File: src/rtl/seg7_capture_decoder.sv
// -----------------------------------------------------------------------------
// seg7_capture_decoder
//   Receive side of a 7-segment display link. Synchronizes an external segment
//   bus, qualifies patterns that hold steady for STABLE_CYCLES clocks, decodes
//   them back to BCD, checks that digits advance by one modulo 10 and counts
//   protocol errors.
//
// Parameters
//   STABLE_CYCLES  cycles a synchronized pattern must hold to be accepted (>=2)
//   CNT_W          width of digit_count
//   ERR_W          width of err_count
//
// Ports
//   clk          in   single clock
//   reset        in   asynchronous active-high reset
//   enable       in   1 = capture active, 0 = idle (state forced to HUNT)
//   seg_in       in   [6:0] {g,f,e,d,c,b,a}, active-high, asynchronous to clk
//   digit_out    out  [3:0] last accepted digit
//   digit_valid  out  1-cycle pulse, new digit accepted
//   locked       out  1 while a reference digit is held
//   seq_err      out  1-cycle pulse, accepted digit is not previous+1 mod 10
//   bad_pattern  out  1-cycle pulse, stable non-blank pattern is not a glyph
//   err_count    out  [ERR_W-1:0] seq_err + bad_pattern events, saturating
//   digit_count  out  [CNT_W-1:0] accepted digits, wrapping
//
// Configuration
//   SEG7_ALT_GLYPHS_EN  when defined, also accept 7C (6), 27 (7) and 67 (9).
// -----------------------------------------------------------------------------
module seg7_capture_decoder #(
   parameter int STABLE_CYCLES = 1024,
   parameter int CNT_W         = 16,
   parameter int ERR_W         = 8
) (
   input  logic             clk,
   input  logic             reset,
   input  logic             enable,
   input  logic [6:0]       seg_in,
   output logic [3:0]       digit_out,
   output logic             digit_valid,
   output logic             locked,
   output logic             seq_err,
   output logic             bad_pattern,
   output logic [ERR_W-1:0] err_count,
   output logic [CNT_W-1:0] digit_count
);

   localparam int SC_W = $clog2(STABLE_CYCLES + 1);
   localparam logic [SC_W-1:0] QUAL_AT = SC_W'(STABLE_CYCLES - 1);
   localparam logic [SC_W-1:0] SAT_AT  = SC_W'(STABLE_CYCLES);

   typedef enum logic {HUNT, LOCKED} state_t;

   state_t            state_q, state_d;
   logic [6:0]        s1_q, s1_d, s2_q, s2_d;
   logic [SC_W-1:0]   stab_q, stab_d;
   logic [3:0]        digit_q, digit_d;
   logic              dv_q, dv_d, seq_q, seq_d, bad_q, bad_d;
   logic [ERR_W-1:0]  err_q, err_d;
   logic [CNT_W-1:0]  cnt_q, cnt_d;

   logic              qual, dec_ok;
   logic [3:0]        dec_digit, next_digit;

   // Glyph decode; blank (00) is handled separately by the caller.
   always_comb begin
      dec_ok    = 1'b1;
      dec_digit = 4'd0;
      case (s2_q)
         7'h3F: dec_digit = 4'd0;
         7'h06: dec_digit = 4'd1;
         7'h5B: dec_digit = 4'd2;
         7'h4F: dec_digit = 4'd3;
         7'h66: dec_digit = 4'd4;
         7'h6D: dec_digit = 4'd5;
         7'h7D: dec_digit = 4'd6;
         7'h07: dec_digit = 4'd7;
         7'h7F: dec_digit = 4'd8;
         7'h6F: dec_digit = 4'd9;
`ifdef SEG7_ALT_GLYPHS_EN
         7'h7C: dec_digit = 4'd6;
         7'h27: dec_digit = 4'd7;
         7'h67: dec_digit = 4'd9;
`endif
         default: dec_ok = 1'b0;
      endcase
   end

   assign next_digit = (digit_q == 4'd9) ? 4'd0 : digit_q + 4'd1;

   // s1 != s2 means s2 changes at this edge, so the hold restarts.
   // The count saturates at STABLE_CYCLES so each pattern qualifies only once.
   assign qual = enable && (s1_q == s2_q) && (stab_q == QUAL_AT);

   always_comb begin
      s1_d    = seg_in;
      s2_d    = s1_q;
      state_d = state_q;
      digit_d = digit_q;
      err_d   = err_q;
      cnt_d   = cnt_q;
      dv_d    = 1'b0;
      seq_d   = 1'b0;
      bad_d   = 1'b0;

      if (!enable || (s1_q != s2_q)) stab_d = '0;
      else if (stab_q != SAT_AT)     stab_d = stab_q + 1'b1;
      else                           stab_d = stab_q;

      if (!enable) begin
         state_d = HUNT;
      end else if (qual && (s2_q != 7'h00)) begin
         if (!dec_ok) begin
            bad_d   = 1'b1;
            state_d = HUNT;
            if (err_q != '1) err_d = err_q + 1'b1;
         end else if (state_q == HUNT) begin
            digit_d = dec_digit;
            dv_d    = 1'b1;
            cnt_d   = cnt_q + 1'b1;
            state_d = LOCKED;
         end else if (dec_digit != digit_q) begin
            // Same digit re-qualified after a glitch is silently ignored.
            digit_d = dec_digit;
            dv_d    = 1'b1;
            cnt_d   = cnt_q + 1'b1;
            if (dec_digit != next_digit) begin
               seq_d = 1'b1;
               if (err_q != '1) err_d = err_q + 1'b1;
            end
         end
      end
   end

   always_ff @(posedge clk or posedge reset) begin
      if (reset) begin
         state_q <= HUNT;
         s1_q    <= '0;
         s2_q    <= '0;
         stab_q  <= '0;
         digit_q <= '0;
         dv_q    <= 1'b0;
         seq_q   <= 1'b0;
         bad_q   <= 1'b0;
         err_q   <= '0;
         cnt_q   <= '0;
      end else begin
         state_q <= state_d;
         s1_q    <= s1_d;
         s2_q    <= s2_d;
         stab_q  <= stab_d;
         digit_q <= digit_d;
         dv_q    <= dv_d;
         seq_q   <= seq_d;
         bad_q   <= bad_d;
         err_q   <= err_d;
         cnt_q   <= cnt_d;
      end
   end

   assign digit_out   = digit_q;
   assign digit_valid = dv_q;
   assign locked      = (state_q == LOCKED);
   assign seq_err     = seq_q;
   assign bad_pattern = bad_q;
   assign err_count   = err_q;
   assign digit_count = cnt_q;

endmodule

File: config.mk
export PLATFORM = sky130hd
export DESIGN_NAME = seg7_capture_decoder
export DESIGN_NICKNAME = d
export VERILOG_FILES = /design/src/rtl/seg7_capture_decoder.sv
export SDC_FILE = /design/constraint.sdc
export NUM_CORES = 1
export LEC_CHECK = 0
export CAP_MARGIN = 20
export CORE_ASPECT_RATIO = 0.5
export CORE_MARGIN = 2
export CORE_UTILIZATION = 30
export CTS_BUF_LIST = sky130_fd_sc_hd__clkbuf_16
export DETAILED_ROUTE_END_ITERATION = 8
export PLACE_DENSITY = 0.52
export SLEW_MARGIN = 15
export SYNTH_ARGS = -nofsm -noshare
export SYNTH_HDL_FRONTEND = slang
export SYNTH_SLANG_ARGS = --single-unit
File: constraint.sdc
create_clock -name clk -period 7.1 [get_ports clk]
set_input_delay 1.065 -clock clk [delete_from_list [all_inputs] [get_ports clk]]
set_output_delay 1.065 -clock clk [all_outputs]
set_load 0.02 [all_outputs]
==> results of run 1 <==
## placed cells by master (no fill, tap or decap), drive strengths merged, types with 4 or more instances in the layout
master         count
nand3             14
dfrtp             57
and3               9
nor4               4
nor3               7
nand2b             5
xor2              29
clkbuf             9
nand4             15
clkdlybuf4s50     41
xnor2             14
o21ai              9
mux2               5
ha                 4
a21oi              8
nor2              31
nand2             23
inv                9
## critical path, cell delays in order
cell	delay, ps
sky130_fd_sc_hd__clkdlybuf4s50_1	570
sky130_fd_sc_hd__nand4_1	110
sky130_fd_sc_hd__nor2_1	110
sky130_fd_sc_hd__and3_4	210
sky130_fd_sc_hd__a21bo_2	260
sky130_fd_sc_hd__a31o_1	440
sky130_fd_sc_hd__nor4_1	420
sky130_fd_sc_hd__xor2_1	170
## area by class of cell
class | instances | area [um^2] | share of cell area, %
repair buffers | 42 | 418 | 11.0
inverters | 8 | 30.0 | 0.788
flip-flops and latches | 57 | 1430 | 37.5
clock buffers | 9 | 225 | 5.91
multi-input cells | 211 | 1430 | 37.5
well taps | 135 | 169 | 4.43
clock inverters | 7 | 110 | 2.89
## sequential cells by signal, indices dropped and copies added, names as in the netlist, 4 cells and up
register,count
s1_q,7
digit_count,16
s2_q,7
digit_out,4
stab_q,11
err_count,8
## report_power, final
group	total, mW	switching [mW]	leakage, nW	internal, mW
Combinational	0.0280	0.0159	0.705	0.0121
Clock	0.490	0.151	0.164	0.339
Sequential	0.336	0.00651	0.759	0.329
## routing by layer
| layer | routed length [um] | global-route usage [%] | up-vias |
|---|---|---|---|
| met5 | 0 | 0 | - |
| met4 | 136 | 5.72 | 0 |
| met3 | 352 | 4.64 | 15 |
| met2 | 2700 | 19.4 | 52 |
| met1 | 3090 | 17.0 | 1038 |
| li1 | - | - | 1089 |
## path summary, 6_finish.rpt
check,from,endpoint,slack [ps],cells past startpoint
min in group asynchronous,reset,stab_q[4],1270,3
max in group asynchronous,reset,err_count[1],5370,3
worst min-delay path,s1_q[6],s2_q[6],390,0
worst min register to register,s1_q[6],s2_q[6],390,0
worst max-delay path,enable,digit_count[12],3980,8
worst max register to register,s2_q[5],digit_count[1],4270,7
## cell families (layout without fill, tap and decap cells)
group | Yosys count | after routing
and+or+nand+nor | 124 | 124
adders and majority gates | 4 | 4
xor gates and xnor gates | 44 | 44
muxes | 5 | 5
AOI/OAI and AO/OA | 34 | 34
buffers and inverters | 19 | 66
DFF | 57 | 57
## stage by stage
stage / setup slack [ps] / hold WS [ps] / area [um^2] / util, %
floorplan: 4580 / 373 / 2950 / -
global placement: 3690 / 384 / 3470 / 36.5
detailed placement: 3610 / 386 / 3470 / 36.5
CTS: 3970 / 395 / 3810 / 40.1
global route: 3770 / 411 / 3810 / 40.1
finish: 3980 / 392 / 3810 / 40.1
==> impl_metrics.prom, run 1 <==
# TYPE chip_impl_metric gauge
chip_impl_metric{name="number_of_flops_mapped_to_enable_cells_by_yosys",unit=""} 0
chip_impl_metric{name="post_synth_num_cell_types",unit=""} 53
chip_impl_metric{name="maxSlewViolCount",unit=""} 0
chip_impl_info{name="synth_most_common_cell",value="sky130_fd_sc_hd__dfrtp_1"} 1
chip_impl_metric{name="antenna_violating_nets_post_route",unit=""} 0
chip_impl_metric{name="finish.net_count",unit=""} 343
chip_impl_metric{name="max-vdd-ir-drop",unit="uV"} 110
chip_impl_metric{name="post_synth_and_or_nand_nor_area_fraction",unit="%"} 22.7
chip_impl_metric{name="max-slew-margin-rel",unit="%"} 51.4
chip_impl_info{name="ys_top_cells_by_count",value="sky130_fd_sc_hd__dfrtp_1, sky130_fd_sc_hd__nor2_1, sky130_fd_sc_hd__xor2_1"} 1
chip_impl_info{name="synth_area_leaders",value="sky130_fd_sc_hd__dfrtp_1, sky130_fd_sc_hd__xor2_1, sky130_fd_sc_hd__xnor2_1, sky130_fd_sc_hd__nor2_1, sky130_fd_sc_hd__nand2_1"} 1
chip_impl_metric{name="io_pins",unit=""} 42
chip_impl_metric{name="finish.cell_count_without_fillers",unit=""} 469
chip_impl_metric{name="syn_area",unit="mm^2"} 0.00295
chip_impl_info{name="timing.critical_path.to_type",value="register"} 1
chip_impl_metric{name="total_negative_slack_for_setup_checks",unit="ps"} 0
chip_impl_metric{name="timing.final.crit_period",unit="ps"} 3120
chip_impl_metric{name="crit_path_max_fanout",unit=""} 19
chip_impl_info{name="synth_flop_cell",value="sky130_fd_sc_hd__dfrtp_1"} 1
chip_impl_metric{name="grt_pass1_wl",unit="um"} 10700
chip_impl_metric{name="dr_total_vias",unit=""} 2194
chip_impl_metric{name="global_route_usage_over_all_layers",unit="%"} 12.9
chip_impl_metric{name="postSynthNetCount",unit=""} 301
chip_impl_metric{name="dpl.hpwl",unit="um"} 4280
chip_impl_metric{name="design_power_total",unit="uW"} 854
chip_impl_info{name="worst_setup_path_start_kind",value="input port"} 1
chip_impl_info{name="timing_worst_setup_path_type",value="input port to register"} 1
chip_impl_info{name="cts_tree",value="done"} 1
chip_impl_metric{name="synth_seq_area_share",unit="%"} 48.4
chip_impl_metric{name="starting_density",unit="%"} 31.0
chip_impl_metric{name="portBuffers",unit=""} 41
chip_impl_metric{name="drt-pass1-iter-count",unit=""} 4
chip_impl_metric{name="die_height",unit="um"} 74.1
chip_impl_metric{name="cts.path.max_buffers",unit=""} 2
chip_impl_info{name="timing.hold.worst.class",value="register to register"} 1
chip_impl_metric{name="cts.hold.buffers_added",unit=""} 0
chip_impl_metric{name="timing.critical_path.arrival",unit="ps"} 3370
chip_impl_metric{name="p_leak",unit="nW"} 1.63
chip_impl_metric{name="cap_violations",unit=""} 0
chip_impl_metric{name="ys_seq_elements",unit=""} 57
chip_impl_info{name="outcome",value="finished clean"} 1
chip_impl_metric{name="post_synth.cell_area_avg",unit="um^2"} 10.3
chip_impl_info{name="largest_family_of_logic_cells_by_synthesized_area",value="simple AND/OR/NAND/NOR gates"} 1
chip_impl_metric{name="setup_violations",unit=""} 0
chip_impl_info{name="yosysTopAreaCell",value="sky130_fd_sc_hd__dfrtp_1"} 1
chip_impl_metric{name="synth_warnings",unit=""} 0
chip_impl_metric{name="clock.fmax",unit="MHz"} 321
chip_impl_metric{name="max_slew.worst_pin.slew",unit="ps"} 729
chip_impl_metric{name="worst_setup_hold_path_clk_slew",unit="ps"} 50
chip_impl_metric{name="finalCritPeriodShare",unit="%"} 43.9
chip_impl_metric{name="initialDrtViolationCount",unit=""} 114
chip_impl_metric{name="post_route_cells_drive_above_1_share",unit="%"} 10.8
chip_impl_metric{name="fin_worst_skew",unit="ps"} 4.43
chip_impl_metric{name="clock_latency",unit="ps"} 330
chip_impl_metric{name="pin_count_of_the_biggest_net_entering_global_routing",unit=""} 58
chip_impl_metric{name="drt-wirelength-per-cell",unit="um"} 13.4
chip_impl_metric{name="cts.repair_timing.setup_buffer_count",unit=""} 0
chip_impl_metric{name="synth_mux_area_share",unit="%"} 1.91
chip_impl_metric{name="cp.required",unit="ps"} 7350
chip_impl_metric{name="synth_compound_gate_area_share",unit="%"} 8.61
chip_impl_metric{name="grt_residual_overflow",unit=""} 0
chip_impl_metric{name="netlist.area_leader.share",unit="%"} 48.4
chip_impl_metric{name="routed_wirelength",unit="um"} 6280
chip_impl_metric{name="number_of_antenna_violations_at_the_first_check_in_global_routing",unit=""} 0
chip_impl_metric{name="netlist_instances",unit=""} 287
chip_impl_metric{name="place_congestion",unit=""} 0.792
chip_impl_metric{name="xor_xnor_portion_of_the_synthesized_cell_area",unit="%"} 13.6
chip_impl_metric{name="hold_violations",unit=""} 0
chip_impl_metric{name="die_outline_area",unit="mm^2"} 0.0107
chip_impl_metric{name="first_global_vias",unit=""} 2176
chip_impl_metric{name="diodes",unit=""} 0
chip_impl_metric{name="std_cell_rows",unit=""} 25
chip_impl_metric{name="detail_route.drc_violations",unit=""} 0
chip_impl_metric{name="cts_made_buffers",unit=""} 9
chip_impl_metric{name="synth-adder-area-share",unit="%"} 1.70
chip_impl_metric{name="core-area",unit="mm^2"} 0.00951
chip_impl_info{name="rsz0062_at_grt",value="no"} 1
chip_impl_metric{name="num_clock_sinks",unit=""} 57
chip_impl_metric{name="ctsHtreeMaxLevel",unit=""} 3
chip_impl_metric{name="fillCellCount",unit=""} 938
chip_impl_metric{name="ys_async_sr_fraction",unit="%"} 100
chip_impl_metric{name="x_dimension_of_the_die",unit="um"} 144
chip_impl_metric{name="placedCellCount",unit=""} 453
chip_impl_info{name="root_buffer_master",value="sky130_fd_sc_hd__clkbuf_16"} 1
chip_impl_metric{name="post_cts_resize_count",unit=""} 0
chip_impl_metric{name="ratio_of_routed_vias_to_standard_cells",unit=""} 4.68
chip_impl_metric{name="syn_to_final_growth",unit="%"} 29.1
chip_impl_metric{name="power.density",unit="mW/mm^2"} 224
(Power assumes the default switching activity.)
==> inputs of run 2 (changes only) <==
==> constraint.sdc (replaced) <==
create_clock -name clk -period 3 [get_ports clk]
set_input_delay 0.45 -clock clk [delete_from_list [all_inputs] [get_ports clk]]
set_output_delay 0.45 -clock clk [all_outputs]
set_load 0.02 [all_outputs]
==> impl_metrics.prom, run 2 (synthesized netlist as in run 1, its figures left out) <==
# TYPE chip_impl_metric gauge
chip_impl_metric{name="ratio_of_routed_vias_to_standard_cells",unit=""} 4.80
chip_impl_metric{name="io_pins",unit=""} 42
chip_impl_metric{name="number_of_antenna_violations_at_the_first_check_in_global_routing",unit=""} 0
chip_impl_metric{name="cts.repair_timing.setup_buffer_count",unit=""} 0
chip_impl_info{name="hold-path-endpoint",value="s2_q[2]"} 1
chip_impl_metric{name="dr_total_vias",unit=""} 2261
chip_impl_metric{name="post_cts_resize_count",unit=""} 0
chip_impl_metric{name="share_seq_of_total_power",unit="%"} 41.4
chip_impl_metric{name="total_negative_slack_for_setup_checks",unit="ps"} 0
chip_impl_metric{name="worstRegToRegCells",unit=""} 9
chip_impl_info{name="regToRegStartpoint",value="s2_q[2]"} 1
chip_impl_metric{name="timing.critical_path.arrival",unit="ps"} 2970
chip_impl_metric{name="global_route_usage_over_all_layers",unit="%"} 12.7
chip_impl_metric{name="first_global_vias",unit=""} 2162
chip_impl_metric{name="fin_worst_skew",unit="ps"} 3.41
chip_impl_info{name="cp_common_cell",value="sky130_fd_sc_hd__xor2_1"} 1
chip_impl_metric{name="power.share.switching",unit="%"} 20.5
chip_impl_metric{name="final_std_cell_area_no_fill",unit="mm^2"} 0.00381
chip_impl_info{name="hold_path.startpoint",value="s1_q[2]"} 1
chip_impl_metric{name="routed-wl-met3",unit="um"} 389
chip_impl_metric{name="max_slew.worst_pin.slew",unit="ps"} 672
chip_impl_info{name="final_cell_mix",value="sky130_fd_sc_hd__dfrtp_1, sky130_fd_sc_hd__clkdlybuf4s50_1, sky130_fd_sc_hd__xor2_1, sky130_fd_sc_hd__nor2_1, sky130_fd_sc_hd__nand2_1"} 1
chip_impl_info{name="worst_setup_path_start_kind",value="register"} 1
chip_impl_metric{name="met2_length",unit="um"} 2840
chip_impl_metric{name="maxSlewViolCount",unit=""} 0
chip_impl_metric{name="grt_pass1_wl",unit="um"} 10500
chip_impl_metric{name="portBuffers",unit=""} 41
chip_impl_metric{name="die_outline_area",unit="mm^2"} 0.0107
chip_impl_metric{name="worst-r2r-setup-slack",unit="ps"} 230
chip_impl_info{name="crit_slowest_cell",value="sky130_fd_sc_hd__a31o_1"} 1
chip_impl_info{name="root_buffer_master",value="sky130_fd_sc_hd__clkbuf_16"} 1
chip_impl_info{name="outcome",value="finished clean"} 1
chip_impl_metric{name="clock.fmax",unit="MHz"} 361
chip_impl_metric{name="post_route_cells_drive_above_1_share",unit="%"} 11.3
chip_impl_metric{name="antenna_violating_nets_post_route",unit=""} 0
chip_impl_metric{name="cap_violations",unit=""} 0
chip_impl_info{name="top_signal_layer_used",value="met4"} 1
chip_impl_metric{name="cts_made_buffers",unit=""} 9
chip_impl_metric{name="die_height",unit="um"} 74.1
chip_impl_metric{name="max-slew-margin-rel",unit="%"} 55.2
chip_impl_metric{name="cp.buffers_inverters",unit=""} 1
chip_impl_metric{name="placed_area",unit="mm^2"} 0.00350
chip_impl_metric{name="place_congestion",unit=""} 0.829
chip_impl_metric{name="std_cell_rows",unit=""} 25
chip_impl_metric{name="clock_latency",unit="ps"} 320
chip_impl_metric{name="crit_path_max_fanout",unit=""} 16
chip_impl_metric{name="cts.hold.buffers_added",unit=""} 0
chip_impl_metric{name="wl_met1",unit="um"} 2990
chip_impl_info{name="timing.hold.worst.class",value="register to register"} 1
chip_impl_metric{name="p_leak",unit="nW"} 1.63
chip_impl_metric{name="timing.critical_path.slowest_cell_delay",unit="ps"} 590
chip_impl_metric{name="grt_residual_overflow",unit=""} 0
chip_impl_metric{name="worst_setup_hold_path_clk_slew",unit="ps"} 50
chip_impl_info{name="cts_tree",value="done"} 1
chip_impl_metric{name="num_clock_sinks",unit=""} 57
chip_impl_info{name="layout.cells.most_common",value="sky130_fd_sc_hd__dfrtp_1"} 1
chip_impl_info{name="timing.critical_path.max_delay_family",value="compound AO/OA/AOI/OAI gates"} 1
chip_impl_metric{name="starting_density",unit="%"} 31.0
chip_impl_metric{name="finalCritPeriodShare",unit="%"} 92.2
chip_impl_metric{name="initialDrtViolationCount",unit=""} 106
chip_impl_info{name="critical_path.reg2reg.endpoint",value="digit_count[2]"} 1
chip_impl_metric{name="finish.net_count",unit=""} 345
chip_impl_metric{name="diodes",unit=""} 0
chip_impl_info{name="path_cells",value="xnor2_1 -> o32ai_1 -> a22oi_2 -> xor2_1 -> and2_1 -> a31o_1 -> buf_4 -> nor2_1 -> xor2_1"} 1
chip_impl_metric{name="number_of_flip_flops_in_the_largest_register",unit=""} 16
chip_impl_metric{name="hold_violations",unit=""} 0
chip_impl_metric{name="detail_route.drc_violations",unit=""} 0
chip_impl_metric{name="max-vdd-ir-drop",unit="uV"} 271
chip_impl_metric{name="routed_wirelength",unit="um"} 6310
chip_impl_metric{name="cp.required",unit="ps"} 3200
chip_impl_metric{name="drt-wirelength-per-cell",unit="um"} 13.4
chip_impl_metric{name="hold_depth",unit=""} 0
chip_impl_metric{name="share_comb_of_total_power",unit="%"} 3.6
chip_impl_metric{name="pin_count_of_the_biggest_net_entering_global_routing",unit=""} 31
chip_impl_info{name="timing.critical_path.to_type",value="register"} 1
chip_impl_metric{name="post-route-worst-setup-slack",unit="ps"} 233
chip_impl_metric{name="power.density",unit="mW/mm^2"} 504
chip_impl_metric{name="cts.path.max_buffers",unit=""} 2
chip_impl_metric{name="syn_to_final_growth",unit="%"} 29.2
chip_impl_metric{name="setup_violations",unit=""} 0
chip_impl_metric{name="p_int",unit="mW"} 1.53
chip_impl_info{name="rsz0062_at_grt",value="no"} 1
chip_impl_metric{name="pwr-share-clk",unit="%"} 55.0
chip_impl_metric{name="dpl_worst_slack",unit="ps"} 167
chip_impl_metric{name="timing.final.crit_period",unit="ps"} 2770
chip_impl_info{name="timing_worst_setup_path_type",value="register to register"} 1
chip_impl_metric{name="dpl.hpwl",unit="um"} 4590
chip_impl_metric{name="x_dimension_of_the_die",unit="um"} 144
chip_impl_metric{name="drt-pass1-iter-count",unit=""} 4
chip_impl_metric{name="ctsHtreeMaxLevel",unit=""} 3
chip_impl_metric{name="switchingPower",unit="uW"} 394
chip_impl_metric{name="core-area",unit="mm^2"} 0.00951
-- run 2: metrics by stage --
step | hold WS, ps | util, % | total power [mW] | cells
after floorplan | 373 | - | 0.852 | 287
after global placement | 381 | 36.8 | 0.877 | 455
after detailed placement | 386 | 36.8 | 0.878 | 455
after CTS | 397 | 40.1 | 1.95 | 471
after global routing | 408 | 40.1 | 2.00 | 471
final | 391 | 40.1 | 1.92 | 471
-- run 2: area by class of cell --
type | count | area, um^2
clock buffers | 9 | 225
clock inverters | 7 | 85.1
fillers | 938 | 5700
inverters | 8 | 30.0
multi-input cells | 211 | 1430
flip-flops and latches | 57 | 1430
well taps | 135 | 169
repair buffers | 44 | 445
-- run 2: power groups by stage --
stage          sequential [mW]  clock, mW  combinational, mW
2_1_floorplan            0.798          0             0.0534
3_3_place_gp             0.807          0             0.0693
3_5_place_dp             0.808          0             0.0707
4_1_cts                  0.794       1.08             0.0712
5_1_grt                  0.796       1.12             0.0781
6_report                 0.795       1.06             0.0692
-- run 2: layer usage --
layer  GRT usage, %  up-vias
met4           5.07        0
met5              0        -
met1           17.0     1105
met3           3.93       11
met2           19.7       50
li1               -     1095
-- run 2: worst max-delay path by stage --
stage | start | end | depth (start not counted)
2_1_floorplan | digit_out[2] | err_count[1] | 9
3_3_place_gp | enable | digit_count[14] | 8
3_5_place_dp | enable | digit_count[14] | 8
4_1_cts | s2_q[2] | digit_count[3] | 9
5_1_grt | s2_q[1] | digit_count[3] | 9
6_report | s2_q[2] | digit_count[2] | 9
==> inputs of run 3 (changes only) <==
==> constraint.sdc (replaced) <==
create_clock -name clk -period 3 [get_ports clk]
set_input_delay 0.45 -clock clk [delete_from_list [all_inputs] [get_ports clk]]
set_output_delay 0.45 -clock clk [all_outputs]
set_load 0.1 [all_outputs]
==> impl_metrics.prom, run 3 (synthesized netlist as in run 1, its figures left out) <==
# TYPE chip_impl_metric gauge
chip_impl_info{name="outcome",value="finished clean"} 1
chip_impl_metric{name="max_slew.worst_pin.slew",unit="ps"} 656
chip_impl_metric{name="fin_worst_skew",unit="ps"} 7.97
chip_impl_metric{name="cts.path.max_buffers",unit=""} 2
chip_impl_metric{name="antenna_violating_nets_post_route",unit=""} 0
chip_impl_metric{name="syn_to_final_growth",unit="%"} 26.1
chip_impl_metric{name="cap_violations",unit=""} 0
chip_impl_metric{name="global_route_usage_over_all_layers",unit="%"} 12.6
chip_impl_info{name="critical_path.startpoint",value="s2_q[2]"} 1
chip_impl_metric{name="total_negative_slack_for_setup_checks",unit="ps"} 0
chip_impl_metric{name="post_route_cells_drive_above_1_share",unit="%"} 22.1
chip_impl_metric{name="worst-r2r-setup-slack",unit="ps"} 340
chip_impl_metric{name="worstSetupPathDepth",unit=""} 9
chip_impl_info{name="rsz0062_at_grt",value="no"} 1
chip_impl_metric{name="initialDrtViolationCount",unit=""} 120
chip_impl_metric{name="crit_path_max_fanout",unit=""} 8
chip_impl_metric{name="dpl.hpwl",unit="um"} 4450
chip_impl_metric{name="cts_made_buffers",unit=""} 9
chip_impl_metric{name="drt-pass1-iter-count",unit=""} 4
chip_impl_metric{name="post-route-worst-setup-slack",unit="ps"} 336
chip_impl_metric{name="worstRegToRegCells",unit=""} 9
chip_impl_metric{name="timing.final.crit_period",unit="ps"} 2660
chip_impl_metric{name="cts.repair_timing.setup_buffer_count",unit=""} 0
chip_impl_metric{name="place_congestion",unit=""} 0.817
chip_impl_metric{name="core-area",unit="mm^2"} 0.00951
chip_impl_metric{name="portBuffers",unit=""} 41
chip_impl_metric{name="x_dimension_of_the_die",unit="um"} 144
chip_impl_metric{name="ratio_of_routed_vias_to_standard_cells",unit=""} 4.68
chip_impl_info{name="crit_slowest_cell",value="sky130_fd_sc_hd__dfrtp_1"} 1
chip_impl_info{name="timing_worst_setup_path_type",value="register to register"} 1
chip_impl_metric{name="finalCritPeriodShare",unit="%"} 88.8
chip_impl_info{name="cp-endpoint",value="err_count[7]"} 1
chip_impl_metric{name="power.density",unit="mW/mm^2"} 499
chip_impl_metric{name="worst_setup_hold_path_clk_slew",unit="ps"} 50
chip_impl_metric{name="first_global_vias",unit=""} 2142
chip_impl_metric{name="dpl_worst_slack",unit="ps"} 84.8
chip_impl_metric{name="dr_total_vias",unit=""} 2201
chip_impl_metric{name="final_std_cell_area_no_fill",unit="mm^2"} 0.00372
chip_impl_info{name="timing.critical_path.max_delay_family",value="compound AO/OA/AOI/OAI gates"} 1
chip_impl_metric{name="cp.required",unit="ps"} 3240
chip_impl_info{name="regToRegStartpoint",value="s2_q[2]"} 1
chip_impl_metric{name="setup_violations",unit=""} 0
chip_impl_metric{name="diodes",unit=""} 0
chip_impl_metric{name="starting_density",unit="%"} 31.0
chip_impl_info{name="cp_common_cell",value="sky130_fd_sc_hd__a22oi_2"} 1
chip_impl_metric{name="max-vdd-ir-drop",unit="uV"} 246
chip_impl_info{name="root_buffer_master",value="sky130_fd_sc_hd__clkbuf_16"} 1
chip_impl_metric{name="number_of_flip_flops_in_the_largest_register",unit=""} 16
chip_impl_info{name="hold_path.startpoint",value="s1_q[2]"} 1
chip_impl_metric{name="io_pins",unit=""} 42
chip_impl_info{name="layout.cells.most_common",value="sky130_fd_sc_hd__dfrtp_1"} 1
chip_impl_metric{name="maxSlewViolCount",unit=""} 0
chip_impl_info{name="worst_setup_path_start_kind",value="register"} 1
chip_impl_metric{name="routed_wirelength",unit="um"} 6060
chip_impl_info{name="timing.hold.worst.class",value="register to register"} 1
chip_impl_metric{name="clock_latency",unit="ps"} 330
chip_impl_metric{name="cp.buffers_inverters",unit=""} 1
chip_impl_metric{name="grt_pass1_wl",unit="um"} 10300
chip_impl_metric{name="num_clock_sinks",unit=""} 57
chip_impl_info{name="final_cell_mix",value="sky130_fd_sc_hd__dfrtp_1, sky130_fd_sc_hd__buf_4, sky130_fd_sc_hd__xor2_1, sky130_fd_sc_hd__nor2_1, sky130_fd_sc_hd__nand2_1"} 1
chip_impl_metric{name="timing.critical_path.slowest_cell_delay",unit="ps"} 500
chip_impl_metric{name="clock.fmax",unit="MHz"} 375
chip_impl_metric{name="std_cell_rows",unit=""} 25
chip_impl_metric{name="die_outline_area",unit="mm^2"} 0.0107
chip_impl_metric{name="p_leak",unit="nW"} 1.67
chip_impl_info{name="timing.critical_path.to_type",value="register"} 1
chip_impl_metric{name="timing.critical_path.arrival",unit="ps"} 2910
chip_impl_info{name="critical_path.reg2reg.endpoint",value="err_count[7]"} 1
chip_impl_metric{name="number_of_antenna_violations_at_the_first_check_in_global_routing",unit=""} 0
chip_impl_metric{name="grt_residual_overflow",unit=""} 0
chip_impl_metric{name="fillCellCount",unit=""} 953
chip_impl_metric{name="finalHoldWorstSlack",unit="ps"} 391
chip_impl_metric{name="cts.hold.buffers_added",unit=""} 0
chip_impl_metric{name="detail_route.drc_violations",unit=""} 0
chip_impl_metric{name="drt-wirelength-per-cell",unit="um"} 12.9
chip_impl_metric{name="ctsHtreeMaxLevel",unit=""} 3
chip_impl_metric{name="finish.net_count",unit=""} 344
chip_impl_metric{name="placed_area",unit="mm^2"} 0.00342
chip_impl_metric{name="pin_count_of_the_biggest_net_entering_global_routing",unit=""} 32
chip_impl_info{name="path_cells",value="nand2_1 -> o32ai_1 -> a22oi_2 -> a311o_1 -> a311oi_2 -> a22oi_2 -> buf_4 -> a2111oi_2 -> xor2_1"} 1
chip_impl_info{name="cts_tree",value="done"} 1
chip_impl_metric{name="die_height",unit="um"} 74.1
chip_impl_metric{name="max-slew-margin-rel",unit="%"} 56.2
chip_impl_metric{name="hold_violations",unit=""} 0
==> run 3: changes by cell type in the layout (fill, tap and decap cells not counted), moves of 2 or more <==
cell                              previous run  this run
sky130_fd_sc_hd__clkdlybuf4s50_1            41         9
sky130_fd_sc_hd__dfrtp_2                     0         2
sky130_fd_sc_hd__buf_4                       2        33
sky130_fd_sc_hd__dfrtp_1                    57        55
sky130_fd_sc_hd__clkinvlp_4                  1         3
==> run 3: power breakdown <==
part | internal [mW] | total [mW] | switching [mW]
Combinational | 0.0304 | 0.0678 | 0.0373
Clock | 0.639 | 0.993 | 0.353
Sequential | 0.780 | 0.794 | 0.0147
==> run 3: worst min path at each step <==
stage | endpoint | slack [ps] | cells past startpoint
finish | s2_q[2] | 390 | 0
global route | s2_q[6] | 400 | 0
CTS | s2_q[6] | 400 | 0
detailed placement | s2_q[6] | 380 | 0
global placement | s2_q[6] | 390 | 0
floorplan | s2_q[0] | 370 | 0
==> run 3: worst reg2reg max path, cell delays in order, from the launching register on <==
cell	delay, ps
sky130_fd_sc_hd__dfrtp_1	500
sky130_fd_sc_hd__nand2_1	80
sky130_fd_sc_hd__o32ai_1	290
sky130_fd_sc_hd__a22oi_2	190
sky130_fd_sc_hd__a311o_1	340
sky130_fd_sc_hd__a311oi_2	270
sky130_fd_sc_hd__a22oi_2	150
sky130_fd_sc_hd__buf_4	190
sky130_fd_sc_hd__a2111oi_2	370
sky130_fd_sc_hd__xor2_1	190
==> run 3: area by class of cell <==
type | count | area (um^2) | share of cell area [%]
timing repair buffer | 43 | 358 | 9.63
clock inverter | 7 | 70.1 | 1.88
clock buffer | 9 | 225 | 6.06
sequential | 57 | 1430 | 38.4
tap | 135 | 169 | 4.54
multi-input combinational | 211 | 1440 | 38.6
inverter | 8 | 30.0 | 0.808
==> run 3: routing by layer <==
layer | vias to the layer above | part of all wire (%) | track usage [%]
met5 | - | 0 | 0
met4 | 0 | 1.3 | 5.50
met3 | 6 | 5.0 | 4.38
met2 | 46 | 46 | 19.8
met1 | 1053 | 48 | 16.0
li1 | 1096 | - | -
==> run 3: what timing repair did <==
item | in CTS | in global routing
endpoints found under the hold margin | 0 | 0
endpoints found under the setup margin | 0 | 1
resized for setup | 0 | 2
==> run 3: through the flow <==
stage               power, mW  utilization, %  instances
global route             1.93            39.1        470
CTS                      1.89            39.0        470
detailed placement      0.878            35.9        454
floorplan               0.852               -        287
global placement        0.877            35.9        454
finish                   1.85            39.1        470
